<file path="src/rtl/speck32_round_sequencer_if.sv">
// Block-level handshake bundle for the SPECK32/64 round sequencer.
// The master side is the plaintext/key source plus ciphertext consumer;
// the slave side is the sequencer itself.
interface speck32_round_sequencer_if;
    logic        in_valid;
    logic        in_ready;
    logic [63:0] key;
    logic [31:0] pt;
    logic        out_valid;
    logic        out_ready;
    logic [31:0] ct;
    logic        busy;
    logic [4:0]  round_idx;

    modport master (
        output in_valid, key, pt, out_ready,
        input  in_ready, out_valid, ct, busy, round_idx
    );

    modport slave (
        input  in_valid, key, pt, out_ready,
        output in_ready, out_valid, ct, busy, round_idx
    );
endinterface

</file>
<file path="src/rtl/speck32_round_sequencer.sv">
// Iterative SPECK32/64 encryption controller.
// One 16-bit round datapath (rotate, modular add, XOR) is reused once per
// cycle for ROUNDS cycles; the key schedule advances in the same cycle, so
// no round-key storage is needed beyond the k/l0/l1/l2 words.

// Shared 16-bit XOR word unit; every XOR in the datapath is an instance.
module speck32_xor_word (
    input  logic [15:0] i_a,
    input  logic [15:0] i_b,
    output logic [15:0] o_y
);
    assign o_y = i_a ^ i_b;
endmodule

module speck32_round_sequencer #(
    parameter int unsigned ROUNDS = 32'd22,  // 1..31
    parameter int unsigned ALPHA  = 32'd7,   // right rotate on x and l words
    parameter int unsigned BETA   = 32'd2    // left rotate on y and k
) (
    input  logic                          clk,
    input  logic                          rst_n,
    speck32_round_sequencer_if.slave      sif
);

    localparam logic [4:0] LAST_IDX = 5'(ROUNDS - 32'd1);

    typedef enum logic [1:0] {
        ST_IDLE = 2'd0,
        ST_RUN  = 2'd1,
        ST_DONE = 2'd2
    } state_t;

    // Rotate right by amt (mod 16); amt is a parameter at every call site.
    function automatic logic [15:0] ror16(input logic [15:0] w, input int unsigned amt);
        logic [15:0] r;
        r = w;
        for (int unsigned n = 32'd0; n < (amt % 32'd16); n++) begin
            r = {r[0], r[15:1]};
        end
        return r;
    endfunction

    // Rotate left by amt (mod 16).
    function automatic logic [15:0] rol16(input logic [15:0] w, input int unsigned amt);
        logic [15:0] r;
        r = w;
        for (int unsigned n = 32'd0; n < (amt % 32'd16); n++) begin
            r = {r[14:0], r[15]};
        end
        return r;
    endfunction

    state_t      r_state;
    logic [15:0] r_x;
    logic [15:0] r_y;
    logic [15:0] r_k;
    logic [15:0] r_l0;
    logic [15:0] r_l1;
    logic [15:0] r_l2;
    logic [4:0]  r_idx;
    logic        r_in_ready;
    logic        r_out_valid;
    logic        r_busy;
    logic [31:0] r_ct;

    logic [15:0] w_x_sum;
    logic [15:0] w_x_next;
    logic [15:0] w_y_rot;
    logic [15:0] w_y_next;
    logic [15:0] w_l_sum;
    logic [15:0] w_idx_word;
    logic [15:0] w_l_new;
    logic [15:0] w_k_rot;
    logic [15:0] w_k_next;

    // Round function on the data words.
    assign w_x_sum = ror16(r_x, ALPHA) + r_y;
    assign w_y_rot = rol16(r_y, BETA);

    speck32_xor_word u_xor_x (.i_a(w_x_sum), .i_b(r_k),      .o_y(w_x_next));
    speck32_xor_word u_xor_y (.i_a(w_y_rot), .i_b(w_x_next), .o_y(w_y_next));

    // Same round function applied to the key words, with the round index as
    // the "round key"; lnew feeds the next k and shifts into the l pipeline.
    assign w_l_sum    = ror16(r_l0, ALPHA) + r_k;
    assign w_idx_word = {11'd0, r_idx};
    assign w_k_rot    = rol16(r_k, BETA);

    speck32_xor_word u_xor_l (.i_a(w_l_sum), .i_b(w_idx_word), .o_y(w_l_new));
    speck32_xor_word u_xor_k (.i_a(w_k_rot), .i_b(w_l_new),    .o_y(w_k_next));

    assign sif.in_ready  = r_in_ready;
    assign sif.out_valid = r_out_valid;
    assign sif.busy      = r_busy;
    assign sif.round_idx = r_idx;
    assign sif.ct        = r_ct;

    // Control FSM, round datapath registers and registered outputs.
    always_ff @(posedge clk or negedge rst_n) begin
        if (!rst_n) begin
            r_state     <= ST_IDLE;
            r_x         <= 16'd0;
            r_y         <= 16'd0;
            r_k         <= 16'd0;
            r_l0        <= 16'd0;
            r_l1        <= 16'd0;
            r_l2        <= 16'd0;
            r_idx       <= 5'd0;
            r_in_ready  <= 1'b1;
            r_out_valid <= 1'b0;
            r_busy      <= 1'b0;
            r_ct        <= 32'd0;
        end else begin
            case (r_state)
                ST_IDLE: begin
                    if (sif.in_valid && r_in_ready) begin
                        r_x        <= sif.pt[31:16];
                        r_y        <= sif.pt[15:0];
                        r_k        <= sif.key[15:0];
                        r_l0       <= sif.key[31:16];
                        r_l1       <= sif.key[47:32];
                        r_l2       <= sif.key[63:48];
                        r_idx      <= 5'd0;
                        r_in_ready <= 1'b0;
                        r_busy     <= 1'b1;
                        r_state    <= ST_RUN;
                    end else begin
                        r_in_ready <= 1'b1;
                    end
                end
                ST_RUN: begin
                    r_x  <= w_x_next;
                    r_y  <= w_y_next;
                    r_k  <= w_k_next;
                    r_l0 <= r_l1;
                    r_l1 <= r_l2;
                    r_l2 <= w_l_new;
                    if (r_idx == LAST_IDX) begin
                        // Capture the final round result directly into ct.
                        r_ct        <= {w_x_next, w_y_next};
                        r_idx       <= 5'd0;
                        r_busy      <= 1'b0;
                        r_out_valid <= 1'b1;
                        r_state     <= ST_DONE;
                    end else begin
                        r_idx <= r_idx + 5'd1;
                    end
                end
                ST_DONE: begin
                    if (sif.out_ready) begin
                        r_out_valid <= 1'b0;
                        r_in_ready  <= 1'b1;
                        r_state     <= ST_IDLE;
                    end else begin
                        r_out_valid <= 1'b1;
                    end
                end
                default: begin
                    // Unreachable encoding: recover to a clean idle state.
                    r_state     <= ST_IDLE;
                    r_idx       <= 5'd0;
                    r_in_ready  <= 1'b1;
                    r_out_valid <= 1'b0;
                    r_busy      <= 1'b0;
                end
            endcase
        end
    end

endmodule

</file>
<file path="src/flat_wrapper.sv">
// flat-port wrapper written by rule: the top's interface ports become plain ports
module speck32_round_sequencer_flat 
#(
    parameter int unsigned ROUNDS = 32'd22,          
    parameter int unsigned ALPHA  = 32'd7,                                   
    parameter int unsigned BETA   = 32'd2                             
)
  (clk, rst_n, sif_in_valid, sif_key, sif_pt, sif_out_ready, sif_in_ready, sif_out_valid, sif_ct, sif_busy, sif_round_idx);
  speck32_round_sequencer_if sif_i ();
  input  logic clk;
  input  logic rst_n;
  input wire logic [$bits(sif_i.in_valid)-1:0] sif_in_valid;
  input wire logic [$bits(sif_i.key)-1:0] sif_key;
  input wire logic [$bits(sif_i.pt)-1:0] sif_pt;
  input wire logic [$bits(sif_i.out_ready)-1:0] sif_out_ready;
  output wire logic [$bits(sif_i.in_ready)-1:0] sif_in_ready;
  output wire logic [$bits(sif_i.out_valid)-1:0] sif_out_valid;
  output wire logic [$bits(sif_i.ct)-1:0] sif_ct;
  output wire logic [$bits(sif_i.busy)-1:0] sif_busy;
  output wire logic [$bits(sif_i.round_idx)-1:0] sif_round_idx;
  assign sif_i.in_valid = sif_in_valid;
  assign sif_i.key = sif_key;
  assign sif_i.pt = sif_pt;
  assign sif_i.out_ready = sif_out_ready;
  assign sif_in_ready = sif_i.in_ready;
  assign sif_out_valid = sif_i.out_valid;
  assign sif_ct = sif_i.ct;
  assign sif_busy = sif_i.busy;
  assign sif_round_idx = sif_i.round_idx;
  speck32_round_sequencer #(.ROUNDS(ROUNDS), .ALPHA(ALPHA), .BETA(BETA)) u_core (.clk(clk), .rst_n(rst_n), .sif(sif_i));
endmodule
</file>
<file path="config.mk">
export PLATFORM = sky130hd
export DESIGN_NAME = speck32_round_sequencer_flat
export DESIGN_NICKNAME = d
export VERILOG_FILES = /design/src/rtl/speck32_round_sequencer_if.sv /design/src/rtl/speck32_round_sequencer.sv /design/src/flat_wrapper.sv
export SDC_FILE = /design/constraint.sdc
export NUM_CORES = 1
export LEC_CHECK = 0
export CORE_UTILIZATION = 54
export CTS_BUF_LIST = sky130_fd_sc_hd__clkbuf_4 sky130_fd_sc_hd__clkbuf_8 sky130_fd_sc_hd__clkbuf_16
export DETAILED_ROUTE_END_ITERATION = 7
export GPL_ROUTABILITY_DRIVEN = 0
export PLACE_DENSITY = 0.84
export SETUP_SLACK_MARGIN = 0.5
export SYNTH_ARGS = -nofsm -noshare
export SYNTH_HDL_FRONTEND = slang
export SYNTH_HIERARCHICAL = 1
export SYNTH_SLANG_ARGS = --single-unit
</file>
<file path="constraint.sdc">
create_clock -name clk -period 3.87 [get_ports clk]
set_clock_uncertainty 0.05 [all_clocks]
set_input_delay 0.387 -clock clk [delete_from_list [all_inputs] [get_ports clk]]
set_output_delay 0.387 -clock clk [all_outputs]
set_load 0.005 [all_outputs]
</file>
==> results.ini <==
[run_status]
status=complete, but fails checks
violations=DRC

[logic_synthesis]
netlist_area_mm2=0.00826
synth.most_common_cell=dfrtp_1
seq_area_frac_synth_pct=41.8
async_reset_ff_share_pct=100
synth_cells=821
ys_types=61
avgSynthCellArea_um2=10.1
ys.flop_type=dfrtp_1
synthTopCellsByArea=dfrtp_1 41%, mux2i_1 12%, xor2_1 7.8%, o21ai_0 7.0%, nand2_1 5.4%
synth.largest_area_cell=dfrtp_1
ys_warn_count=6
synth_top_area_share_pct=41.5
synth-seq-cells=138
synth_commonest_cells=137 x dfrtp_1, 118 x nand2_1, 115 x o21ai_0
synth-edff-count=0

[sta]
fin_crit_ns=3.12
finalWorstSetupSlack_ns=0.746
fin_setup_tns_ns=0
fmax_mhz=320
finalSetupViolCount=0
report.final.slew_viol_count=0
finalCritPeriodShare_pct=80.7
hold_viol_final=0
rsz0062_at_grt=false
worst_pin_slew_ns=0.994
relSlewSlack_pct=33.8

[setup_path]
worst_setup_path_start_kind=flip-flop
worstPathArrival_ns=3.41
worst-path-max-fanout=3
cp.required_ns=4.16
path_cells=ha_1, fa_1, a21o_1, a31oi_2, nor4b_1, or2_1, o311ai_2, xor2_1, xor2_1, mux2i_1, o21ai_1
slowest_stage=fa_1
cpPeakStageDelay_ns=0.42
criticalPathCategory=reg2reg
path_delay_family=compound AO/OA/AOI/OAI gates
crit_buf_inv=0
critPathMostFrequentCell=xor2_1
end_kind=flip-flop

[placement]
dpl_cell_area_mm2=0.00982
pre_cts_slack_ns=0.789
dp_hpwl_um=14700
port_buffers=139

[power]
p_leak_nw=4.93
p_per_area_mw_per_mm2=1040
ir_worst_vdd_uv=593
p_total_mw=10.9

[floorplan]
core_area_mm2=0.0148
initial_core_util_pct=56.0
die_area_mm2=0.0158
fp-row-count=44
die_w_um=126
die_y_um=126
io_pins=140

[final_layout]
final_nets=1092
synthToLayoutAreaGrowth_pct=26.0
final_area_mm2=0.0104
final_core_util_pct=70.5
post_route_cells_drive_above_1_share_pct=8.58
diodes=0

[clocking]
cts-root-buf=clkbuf_16
clk_transition_reported_paths_ns=0.05
clk_path_buf_depth=2
insertion_delay_ns=0.42
clock_sinks=138
cts_htree_levels=4
cts_tree=built
cts_made_buffers=17

[route]
first_iter_violations=532
viasPerCell=5.63
drtPass1Iterations=8
drt_wl_total_um=20300
vias=6477
drt-wirelength-per-cell_um=17.6
drc=8
final_antenna_net_count=0

[global_routing]
grt_max_degree=185
track_usage_pct=27.2
antenna_found_initial=0
grt_pass1_vias=6355
overflow=0
grt_pass1_wl_um=33000

[flow_run]
maxCapViolations=0

[min_path]
hold_path.class=reg2reg

[worst paths after layout]
path / to / startpoint / cells after the start / slack (ns)
worst max-delay path: u_core/r_y[12]$_DFFE_PN0P_ / u_core/r_y[0]$_DFFE_PN0P_ / 11 / 0.75
worst min-delay path: u_core/r_l1[2]$_DFFE_PN0P_ / u_core/r_l1[2]$_DFFE_PN0P_ / 2 / 0.43
worst max register to register: u_core/r_y[12]$_DFFE_PN0P_ / u_core/r_y[0]$_DFFE_PN0P_ / 11 / 0.75
worst min register to register: u_core/r_l1[2]$_DFFE_PN0P_ / u_core/r_l1[2]$_DFFE_PN0P_ / 2 / 0.43
max in group asynchronous: u_core/r_l0[13]$_DFFE_PN0P_ / rst_n / 3 / 2.47
min in group asynchronous: u_core/r_x[1]$_DFFE_PN0P_ / rst_n / 2 / 0.54
[cells by family after synthesis]
logic type      Yosys count  share of synthesized area [%]
fa+ha+maj                37                           5.79
simple gates            181                           9.54
other cells               1                         0.0454
flops                   138                           41.8
compound gates          196                           14.5
mux                     129                           16.1
buf+inv                  52                           2.94
xor+xnor                 87                           9.22
[registers in the layout, summed over array words and instances (netlist names), 2 cells and up]
| register | flops |
|---|---|
| u_core/r_l0 | 16 |
| u_core/sif.ct | 32 |
| u_core/r_state | 2 |
| u_core/r_x | 16 |
| u_core/r_y | 16 |
| u_core/sif.round_idx | 5 |
| u_core/r_k | 16 |
| u_core/r_l2 | 16 |
| u_core/r_l1 | 16 |
[routing by layer]
layer	track usage (%)	vias up	routed length, um
li1	-	3160	-
met1	36.0	3084	8950
met2	44.5	208	9850
met3	6.37	25	1230
met4	8.18	0	292
met5	0	-	0
[cell type report]
class | instances | area (um^2)
Inverter | 12 | 45.0
Multi-Input combinational cell | 641 | 4630
Clock buffer | 23 | 477
Sequential cell | 138 | 3450
Fill cell | 1090 | 4350
Tap cell | 184 | 230
Clock inverter | 8 | 96.3
Timing Repair Buffer | 145 | 1480
[layout by cell type (no fill, tap or decap), types with 2 or more instances in the layout]
cell / instances
fa_1: 2
o211ai_1: 2
nor2_1: 21
mux2_2: 30
o22a_1: 2
a211oi_1: 6
clkdlybuf4s50_1: 138
nand2b_1: 4
nor4b_1: 2
dfrtp_1: 137
o21bai_1: 2
a21o_1: 8
o21ai_0: 114
xnor2_1: 13
or2_1: 2
nand4_1: 4
o21a_1: 2
nor2b_1: 4
conb_1: 11
nand2_1: 118
nand3_1: 10
a31oi_1: 6
clkinv_2: 4
xor2_1: 74
a311oi_1: 2
clkbuf_4: 5
inv_1: 11
clkbuf_16: 17
a21oi_1: 29
buf_12: 3
mux2_1: 3
bufinv_16: 2
a2111o_1: 2
ha_1: 34
mux2i_1: 96
nor3_1: 8
buf_4: 2
and2_1: 4
[metrics by stage]
stage / hold WS (ns) / cells
finish: 0.426 / 1151
global route: 0.458 / 1151
CTS: 0.432 / 1150
global placement: 0.411 / 1118
detailed placement: 0.420 / 1118
floorplan: 0.0414 / 831
[report_power, final]
| group | internal, mW | switching [mW] | total [mW] |
|---|---|---|---|
| clock network | 0.992 | 0.592 | 1.58 |
| registers | 2.05 | 0.553 | 2.60 |
| logic | 2.76 | 3.92 | 6.67 |
| total | 5.80 | 5.06 | 10.9 |
[what timing repair did]
| item | CTS | global route |
|---|---|---|
| hold endpoints to repair | 9 | 0 |
| hold buffers | 1 | 0 |
| setup endpoints to repair | 0 | 1 |
| setup buffers | 0 | 1 |
| resized for setup | 0 | 1 |
[tightest hold or removal path, stage by stage, from the launching register on]
cell and delay, ns:
dfrtp_1 0.34, nand2_1 0.04, o21ai_0 0.06
Note: power is estimated with default switching activity, not from simulation.
